**src/rtl/wb_pipe_stage_pkg.sv**
```systemverilog
// Shared types and payload layout for the MEM->WB stage register.
// Scalar fields sit in the low bits; XLEN-wide fields are stacked above them.
package wb_pipe_stage_pkg;

  localparam int unsigned XLEN_DEF      = 32;
  localparam logic [31:0] NOP_INSTR_DEF = 32'h0000_0013;

  typedef enum logic [1:0] {
    ST_EMPTY = 2'd0,
    ST_ONE   = 2'd1,
    ST_TWO   = 2'd2
  } stage_st_e;

  localparam int unsigned OFF_WB_SEL  = 0;
  localparam int unsigned OFF_MEM_VAL = 2;
  localparam int unsigned OFF_MEM_RW  = 4;
  localparam int unsigned OFF_RF_WEN  = 5;
  localparam int unsigned OFF_XBASE   = 6;

  localparam int unsigned FLD_INSTR = 0;
  localparam int unsigned FLD_PC    = 1;
  localparam int unsigned FLD_M4    = 2;
  localparam int unsigned FLD_ALU   = 3;

  function automatic int unsigned payload_w(input int unsigned xlen);
    return 4 * xlen + OFF_XBASE;
  endfunction

  function automatic int unsigned xfield_off(input int unsigned xlen, input int unsigned fld);
    return OFF_XBASE + fld * xlen;
  endfunction

endpackage

```
**src/rtl/wb_pipe_stage_skid_buf.sv**
```systemverilog
// Generic payload stage: one main entry plus an optional skid entry, valid/ready
// handshake on both sides and a synchronous flush that beats any push.
module wb_pipe_stage_skid_buf
  import wb_pipe_stage_pkg::*;
#(
  parameter int unsigned WIDTH = 8,
  parameter bit          SKID  = 1'b1
) (
  input  logic             clk,
  input  logic             reset,
  input  logic             flush,
  input  logic             in_valid,
  output logic             in_ready,
  input  logic [WIDTH-1:0] in_data,
  output logic             out_valid,
  input  logic             out_ready,
  output logic [WIDTH-1:0] out_data,
  output logic [1:0]       occupancy
);

  stage_st_e        state_q, state_d;
  logic [WIDTH-1:0] main_q, main_d;
  logic [WIDTH-1:0] skid_q, skid_d;
  logic             in_ready_s;
  logic             push_s;
  logic             pop_s;

  // With a skid entry, in_ready depends only on held state, never on out_ready.
  always_comb begin
    if (SKID) begin
      in_ready_s = (state_q != ST_TWO);
    end else begin
      in_ready_s = (state_q == ST_EMPTY) || out_ready;
    end
  end

  assign push_s = in_valid && in_ready_s;
  assign pop_s  = (state_q != ST_EMPTY) && out_ready;

  // Next-state and entry-load decisions; main always holds the oldest entry.
  always_comb begin
    state_d = state_q;
    main_d  = main_q;
    skid_d  = skid_q;
    if (flush) begin
      state_d = ST_EMPTY;
    end else begin
      case (state_q)
        ST_EMPTY: begin
          if (push_s) begin
            state_d = ST_ONE;
            main_d  = in_data;
          end else begin
            state_d = ST_EMPTY;
          end
        end
        ST_ONE: begin
          if (push_s && pop_s) begin
            state_d = ST_ONE;
            main_d  = in_data;
          end else if (push_s) begin
            state_d = ST_TWO;
            skid_d  = in_data;
          end else if (pop_s) begin
            state_d = ST_EMPTY;
          end else begin
            state_d = ST_ONE;
          end
        end
        ST_TWO: begin
          if (pop_s) begin
            state_d = ST_ONE;
            main_d  = skid_q;
          end else begin
            state_d = ST_TWO;
          end
        end
        default: begin
          state_d = ST_EMPTY;
        end
      endcase
    end
  end

  // Stage registers; reset drops every held entry at once.
  always_ff @(posedge clk or posedge reset) begin
    if (reset) begin
      state_q <= ST_EMPTY;
      main_q  <= {WIDTH{1'b0}};
      skid_q  <= {WIDTH{1'b0}};
    end else begin
      state_q <= state_d;
      main_q  <= main_d;
      skid_q  <= skid_d;
    end
  end

  assign in_ready  = in_ready_s;
  assign out_valid = (state_q != ST_EMPTY);
  assign out_data  = main_q;
  assign occupancy = state_q;

endmodule

```
**src/rtl/wb_pipe_stage.sv**
```systemverilog
// MEM->WB pipeline stage with valid/ready handshake, optional skid entry and flush.
// Side-effecting fields are forced to a bubble whenever the head is not valid.
module wb_pipe_stage
  import wb_pipe_stage_pkg::*;
#(
  parameter int unsigned     XLEN      = XLEN_DEF,
  parameter bit              SKID      = 1'b1,
  parameter logic [XLEN-1:0] NOP_INSTR = XLEN'(NOP_INSTR_DEF)
) (
  input  logic            clk,
  input  logic            reset,
  input  logic            in_valid,
  output logic            in_ready,
  input  logic            flush,
  input  logic [XLEN-1:0] alu_out,
  input  logic [XLEN-1:0] m4_out,
  input  logic            rf_wen,
  input  logic            mem_rw,
  input  logic [1:0]      mem_val,
  input  logic [XLEN-1:0] pc,
  input  logic [XLEN-1:0] instruction,
  input  logic [1:0]      wb_sel,
  output logic            out_valid,
  input  logic            out_ready,
  output logic [XLEN-1:0] alu_out2,
  output logic [XLEN-1:0] wdata,
  output logic            rf_wen2,
  output logic            mem_rw2,
  output logic [1:0]      mem_val2,
  output logic [XLEN-1:0] pc2,
  output logic [XLEN-1:0] instruction2,
  output logic [1:0]      wb_sel2,
  output logic [4:0]      wb_addr,
  output logic [1:0]      occupancy
);

  localparam int unsigned PW        = payload_w(XLEN);
  localparam int unsigned OFF_INSTR = xfield_off(XLEN, FLD_INSTR);
  localparam int unsigned OFF_PC    = xfield_off(XLEN, FLD_PC);
  localparam int unsigned OFF_M4    = xfield_off(XLEN, FLD_M4);
  localparam int unsigned OFF_ALU   = xfield_off(XLEN, FLD_ALU);

  logic [PW-1:0] in_payload_s;
  logic [PW-1:0] head_s;
  logic          head_valid_s;

  assign in_payload_s[OFF_WB_SEL +: 2]   = wb_sel;
  assign in_payload_s[OFF_MEM_VAL +: 2]  = mem_val;
  assign in_payload_s[OFF_MEM_RW]        = mem_rw;
  assign in_payload_s[OFF_RF_WEN]        = rf_wen;
  assign in_payload_s[OFF_INSTR +: XLEN] = instruction;
  assign in_payload_s[OFF_PC +: XLEN]    = pc;
  assign in_payload_s[OFF_M4 +: XLEN]    = m4_out;
  assign in_payload_s[OFF_ALU +: XLEN]   = alu_out;

  wb_pipe_stage_skid_buf #(
    .WIDTH (PW),
    .SKID  (SKID)
  ) u_buf (
    .clk       (clk),
    .reset     (reset),
    .flush     (flush),
    .in_valid  (in_valid),
    .in_ready  (in_ready),
    .in_data   (in_payload_s),
    .out_valid (head_valid_s),
    .out_ready (out_ready),
    .out_data  (head_s),
    .occupancy (occupancy)
  );

  // Unpack the head; a bubble must never carry a write, a memory access or a live opcode.
  always_comb begin
    alu_out2 = head_s[OFF_ALU +: XLEN];
    wdata    = head_s[OFF_M4 +: XLEN];
    pc2      = head_s[OFF_PC +: XLEN];
    wb_sel2  = head_s[OFF_WB_SEL +: 2];
    if (head_valid_s) begin
      rf_wen2      = head_s[OFF_RF_WEN];
      mem_rw2      = head_s[OFF_MEM_RW];
      mem_val2     = head_s[OFF_MEM_VAL +: 2];
      instruction2 = head_s[OFF_INSTR +: XLEN];
    end else begin
      rf_wen2      = 1'b0;
      mem_rw2      = 1'b0;
      mem_val2     = 2'b00;
      instruction2 = NOP_INSTR;
    end
  end

  assign out_valid = head_valid_s;
  assign wb_addr   = instruction2[11:7];

endmodule

```
**config.mk**
```make
export PLATFORM = sky130hd
export DESIGN_NAME = wb_pipe_stage
export DESIGN_NICKNAME = d
export VERILOG_FILES = /design/src/rtl/wb_pipe_stage_pkg.sv /design/src/rtl/wb_pipe_stage_skid_buf.sv /design/src/rtl/wb_pipe_stage.sv
export SDC_FILE = /design/constraint.sdc
export NUM_CORES = 1
export LEC_CHECK = 0
export ABC_AREA = 1
export CAP_MARGIN = 20
export CORE_ASPECT_RATIO = 0.6
export CORE_UTILIZATION = 25
export DETAILED_ROUTE_END_ITERATION = 8
export GPL_ROUTABILITY_DRIVEN = 1
export PLACE_DENSITY = 0.49
export REMOVE_ABC_BUFFERS = 1
export SYNTH_ARGS = -nofsm -noshare
export SYNTH_HDL_FRONTEND = slang
export SYNTH_SLANG_ARGS = --single-unit
```
**constraint.sdc**
```tcl
create_clock -name clk -period 12.3 [get_ports clk]
set_input_delay 3.69 -clock clk [delete_from_list [all_inputs] [get_ports clk]]
set_output_delay 3.69 -clock clk [all_outputs]
set_load 0.02 [all_outputs]
```
# == Word-level counts from Yosys, hierarchy flattened ==
# Index checks and enable logic that the tools add are counted.
# op_classes
n_addsub,0
multipliers,0
n_div,0
order_cmp,0
n_eq_ne,6
shifts,0
mux,15
n_bitwise,2
n_reduce_logical,8
# op_table
op,n
134-bit 2-to-1 mux,3
134-bit case mux with 3 select lines,1
32-bit 2-to-1 mux,1
2-bit 2-to-1 mux,5
2-bit by 1-bit != test with 1-bit output (second input constant),3
2-bit case mux with 3 select lines,1
5-bit AND reduction,1
1-bit 2-to-1 mux,4
4-bit AND reduction,1
1-bit logical AND,3
3-bit nonzero test,1
2-bit by 1-bit equality test with 1-bit output (second input constant),1
2-bit equality test (second input constant),1
2-bit zero test,1
2-bit != test (second input constant),1
1-bit inverter,2
2-bit nonzero test,1
# word_totals
register_bits,270
latch_bits,0
ram_bits,0
rom_bits,0
in_bits,139
output_inout_bits,143
n_memories,0

# == Depth between registers and ports, before layout ==
# Gate-level depths: netlist of the first run.
# depth
depth_word,7
ltp_mapped,9
depth_no_buf,6

# == Cells and area by module ==
# Synthesis of the first run repeated with hierarchy kept, for this count alone.
# unflattened
hier_cells,1711
hier_area_um2,12859.8
# by_module_without_submodules
module,instances,cells_each,area_each_um2,seq_area_each_um2
wb_pipe_stage_skid_buf,1,1630,12473.2,6756.5
wb_pipe_stage,1,81,386.6,0.0

# == Worst setup path after synthesis of the first run ==
# Ideal clock, no wire load.
# synth_path
path_type,reg2out
startpoint,"register u_buf.state_q[1], in the netlist u_buf.occupancy[1]"
endpoint,output port wb_addr[0]
arrival_time_ns,1.447
slack_ns,7.163
stages_incl_launch_ff,6
path_buffers,3
cell_sequence,dfrtp_1 -> buf_4 -> nor2_4 -> clkbuf_1 -> nor2_1 -> buf_4
# synth_between
elab_chain_cells,2
# synth_lines
item,line,text
"start, declared",wb_pipe_stage_skid_buf.sv:21,"stage_st_e state_q, state_d;"
"start signal, assigned",wb_pipe_stage_skid_buf.sv:92,state_q <= state_d;
2-bit nonzero test,wb_pipe_stage_skid_buf.sv:99,assign out_valid = (state_q != ST_EMPTY);
32-bit 2-to-1 mux,wb_pipe_stage.sv:78,if (head_valid_s) begin
"end, declared",wb_pipe_stage.sv:33,"output logic [4:0] wb_addr,"
# Every way passes these cells.

# == Worst setup path after layout of the first run ==
# layout_path
startpoint,"register u_buf.state_q[1], in the netlist u_buf.occupancy[1]"
endpoint,output port in_ready
# layout_between
elab_chain_cells,1
# layout_lines
item,line,text
2-bit != test,wb_pipe_stage_skid_buf.sv:31,in_ready_s = (state_q != ST_TWO);
"end, declared",wb_pipe_stage.sv:13,"output logic in_ready,"
# Every way passes these cells.

==> results of run 1 <==
## critical path: stages (launching register included)
cell             delay (ps)
dfrtp_4                1010
nand2_4                 620
clkdlybuf4s50_1         750
## final timing paths
check	start	to	slack, ps	depth (start not counted)
min in group asynchronous	reset	u_buf.out_data[67]	3740	2
min reg2reg	u_buf.skid_q[25]	u_buf.skid_q[25]	470	2
max reg2reg	u_buf.occupancy[1]	u_buf.out_data[128]	8400	8
max in group asynchronous	reset	u_buf.skid_q[58]	7130	3
min	u_buf.skid_q[25]	u_buf.skid_q[25]	470	2
max	u_buf.occupancy[1]	in_ready	5570	2
## logic make-up (layout without fill, tap and decap cells)
group           Yosys count  count (layout)  share of synthesized area, %
compound gates            3               3                         0.111
buf+inv                 274             394                          11.0
simple gates           1259            1259                          39.0
flops                   270             270                          49.9
other cells               0               1                             0
## cells in the final DEF, fill, tap and decap left out, types with 3 or more instances in the layout
cell	instances
nand3_1	403
or2_2	3
clkinv_2	3
clkbuf_16	31
dfrtp_1	269
clkdlybuf4s50_1	281
clkbuf_1	3
bufinv_16	5
inv_1	37
clkbuf_8	10
nor2_4	3
buf_4	11
buf_16	4
nand2_1	809
buf_12	4
nor2_1	35
a21oi_1	3
nand2_4	3
## power breakdown
| part | total, mW | switching (mW) | internal, mW | leakage, nW |
|---|---|---|---|---|
| clock network | 1.01 | 0.392 | 0.623 | 0.544 |
| registers | 1.24 | 0.134 | 1.11 | 3.39 |
| logic | 0.758 | 0.439 | 0.319 | 4.85 |
| total | 3.02 | 0.964 | 2.05 | 8.78 |
## flip-flops by register name, indices dropped and copies added (netlist names)
name,count
u_buf.out_data,134
u_buf.skid_q,134
u_buf.occupancy,2
## per-layer routing
layer,vias up,GRT usage (%),part of all wire (%)
met2,368,24.1,43
met5,-,0,0
met1,5797,23.6,49
met4,0,3.20,1.5
met3,48,2.90,6.2
li1,5813,-,-
## layout make-up
cell class | count | area (µm²)
multi-input combinational | 1262 | 5330
tap | 703 | 880
antenna | 1 | 2.50
clock buffer | 44 | 925
inverter | 39 | 156
timing repair buffer | 300 | 3090
sequential | 270 | 6760
fill | 5605 | 35700
clock inverter | 11 | 189
==> results.toml, run 1 <==
[status]
status = "complete, no violations"

[placement]
place.gp.congestion = 0.740
dp_hpwl_um = 25200
dpl_cell_area_um2 = 16100
dpl_worst_slack_ps = 5530
dp_cells = 2568
portBuffers = 281

[grt]
grt_usage_pct = 16.0
antenna_found_initial = 1
grt_pass1_wl_um = 69900
grt_max_degree = 141
grt-ovfl-total = 0
first_global_vias = 11861

[die]
dieArea_um2 = 55100
coreArea_um2 = 53000
core.rowCount = 65
die_y_um = 182
die_x_um = 302
io-pin-count = 282
initial_core_util_pct = 25.5

[finish]
drive_gt1_share_pct = 4.41
fin_area_um2 = 17300
final_util_pct = 32.7
stdcell_count = 2630
nets = 2042
syn_to_final_growth_pct = 28.0

[critical_path]
critPathKind = "reg2out"
worstSetupStartpointType = "flip-flop"
cp.arrival_ps = 3040
critPathMaxFanout = 63
cp.required_ps = 8610
endpoint_kind = "output port"

[yosys]
yosysTopAreaCell = "dfrtp_1"
synth_warnings = 0
ys_seq_area_share_pct = 49.9
synth_top_area_share_pct = 49.9
synth_edf_count = 0
synth_cells = 1806
ys_ff_latch = 270
synth.most_common_cell = "nand2_1"
ys_types = 17
avgSynthCellArea_um2 = 7.49
synth.area.top_cells = "dfrtp_1 (50%), nand2_1 (22%), nand3_1 (15%)"
synth_ff_type = "dfrtp_1"
synth_async_sr_flop_share_pct = 100
syn-cell-area_um2 = 13500
synth_common_cells = "nand2_1 (811), nand3_1 (403), dfrtp_1 (270)"

[sta]
rsz0062_at_grt = "no"
setup_viol = 0
relSlewSlack_pct = 25.6
min_period_ps = 6730
hold_slack_ps = 470
slew_viol_final = 0
finalCritPeriodShare_pct = 54.7
fin_ws_ps = 5570
skew_ps = 20.9
worstMarginPinSlew_ps = 1120
fmax_mhz = 149
final_hold_viol_count = 0
fin_setup_tns_ps = 0

[clocking]
htree_num_levels = 1
post_cts_buffers = 0
path_clk_slew_ps = 60
cts_tree = "yes"
holdBufCountCts = 0
cts_made_buffers = 30
clock_latency_ps = 580
cts_root_buffer = "clkbuf_16"
ctsResizeCount = 0
clockBufferDepth = 3
numClockSinks = 270

[drt]
vias = 12026
wirelength_um = 44600
drt_iter0_markers = 1006
ant_nets = 0
drc = 0
via_per_inst = 4.57
dr.pass1.iters = 5
post_drt_wl_per_cell_um = 17.0

[pwr]
p_leak_nw = 8.78
total_power_mw = 3.02
irDropWorstVdd_mv = 0.112
power.density_nw_per_um2 = 174

[worst_hold_path]
hp-class = "reg2reg"

[run]
maxCapViolations = 0
(Power assumes the default switching activity.)
==> run 2: changes to the inputs <==
PLACE_DENSITY = 0.51   (was 0.49)
clock period = 5.96 ns   (was 12.3 ns; I/O delays follow)
==> results.toml, run 2 (synthesis results as in run 1) <==
[drt]
vias = 12014
via_per_inst = 4.57
dr.pass1.iters = 5
wirelength_um = 44200
post_drt_wl_per_cell_um = 16.8
ant_nets = 0
drt_iter0_markers = 940
drc = 0

[placement]
dp_hpwl_um = 24900
dpl_cell_area_um2 = 16100
portBuffers = 281
dp_cells = 2571
dpl_worst_slack_ps = 1420
place.gp.congestion = 0.750

[finish]
drive_gt1_share_pct = 4.26
nFillCells = 5615
final_util_pct = 32.5
nets = 2040
fin_area_um2 = 17200
mostFrequentLayoutCells = "nand2_1 (809), nand3_1 (403), clkdlybuf4s50_1 (281)"
regArea_um2 = 6760
stdcell_count = 2630
multi_input_area_um2 = 5330
final_common_cell = "nand2_1"
syn_to_final_growth_pct = 27.2

[worst_hold_path]
whs_path_depth = 2
hold_path.startpoint = "u_buf.skid_q[95]"
hp-class = "reg2reg"
min_to = "u_buf.skid_q[95]"

[die]
initial_core_util_pct = 25.5
core.rowCount = 65
die_y_um = 182
coreArea_um2 = 53000
die_x_um = 302
dieArea_um2 = 55100
io-pin-count = 282

[clocking]
cts_root_buffer = "clkbuf_16"
cts_made_buffers = 30
holdBufCountCts = 0
path_clk_slew_ps = 60
clockBufferDepth = 3
ctsResizeCount = 0
htree_num_levels = 1
post_cts_buffers = 0
clock_latency_ps = 570
cts_tree = "yes"
numClockSinks = 270

[sta]
min_period_ps = 4880
fin_ws_ps = 1080
rsz0062_at_grt = "no"
setup_viol = 0
slew_viol_final = 0
relSlewSlack_pct = 27.4
skew_ps = 9.99
final_hold_viol_count = 0
finalCritPeriodShare_pct = 81.9
fmax_mhz = 205
worstMarginPinSlew_ps = 1090

[critical_path]
cp.arrival_ps = 3090
r2r-end = "u_buf.out_data[74]"
reg2reg_setup_slack_ps = 2080
critPathKind = "reg2out"
worstSetupStartpointType = "flip-flop"
cp.required_ps = 4170
endpoint_kind = "output port"
reg2reg_from = "u_buf.occupancy[1]"
critPathMaxFanout = 49
reg2reg_depth = 6

[grt]
grt_pass1_wl_um = 69300
grt_max_degree = 135
first_global_vias = 11827
antenna_found_initial = 4
grt-ovfl-total = 0
grt_usage_pct = 15.8

[pwr]
irDropWorstVdd_mv = 0.203
switchingPower_mw = 1.97
pwr-share-comb_pct = 25.4
switching_share_pct = 32.2
power.density_nw_per_um2 = 355
pwr-share-seq_pct = 41.8
p_int_mw = 4.15
pwr-share-clk_pct = 32.8
p_leak_nw = 8.73

[status]
status = "complete, no violations"

[run]
maxCapViolations = 0
run 2: changes by cell type in the layout (fill, tap and decap cells not counted):
cell        previous run  this run
buf_12                 4         5
buf_16                 4         1
bufinv_16              5         2
clkbuf_1               3         4
clkbuf_8              10        14
clkinv_4               1         0
clkinvlp_4             2         1
diode_2                1         3
run 2: worst max-delay path, stage by stage, from the launching register on:
cell and delay, ps:
dfrtp_4 790, buf_4 650, inv_1 240, nand2_1 150, clkdlybuf4s50_1 610
run 2: worst max path at each step:
| stage | start | end | slack [ps] | depth (start not counted) |
|---|---|---|---|---|
| floorplan | reset | u_buf.occupancy[0] | -3270 | 1 |
| global placement | in_valid | u_buf.out_data[128] | 1520 | 7 |
| detailed placement | in_valid | u_buf.out_data[133] | 1420 | 7 |
| CTS | u_buf.occupancy[1] | out_valid | 990 | 4 |
| global route | u_buf.occupancy[1] | out_valid | 900 | 4 |
| finish | u_buf.occupancy[1] | out_valid | 1080 | 4 |
run 2: per-stage QoR:
stage	TNS, ps	power [mW]	hold WS (ps)
floorplan	-1407570	3.38	442
global placement	0	4.13	453
detailed placement	0	4.15	459
CTS	0	6.23	474
global route	0	6.49	486
finish	0	6.11	469
run 2: area by class of cell:
cell class	instances	area share [%]
Inverter	39	0.908
Multi-Input combinational cell	1262	30.9
Antenna cell	3	0.0436
Clock inverter	6	0.480
Timing Repair Buffer	298	17.6
Tap cell	703	5.11
Clock buffer	49	5.71
Sequential cell	270	39.3
run 2: layer usage:
| metal | track usage [%] | vias to the layer above | routed length, µm |
|---|---|---|---|
| met3 | 2.87 | 58 | 2490 |
| met1 | 23.0 | 5821 | 21300 |
| li1 | - | 5800 | - |
| met5 | 0 | - | 13 |
| met2 | 24.7 | 333 | 19600 |
| met4 | 2.93 | 2 | 781 |
run 2: power by group through the flow:
| stage | combinational (mW) | sequential, mW | clock (mW) |
|---|---|---|---|
| 2_1_floorplan | 0.674 | 2.71 | 0 |
| 3_3_place_gp | 1.55 | 2.57 | 0 |
| 3_5_place_dp | 1.57 | 2.58 | 0 |
| 4_1_cts | 1.58 | 2.56 | 2.09 |
| 5_1_grt | 1.73 | 2.61 | 2.15 |
| 6_report | 1.55 | 2.56 | 2.01 |
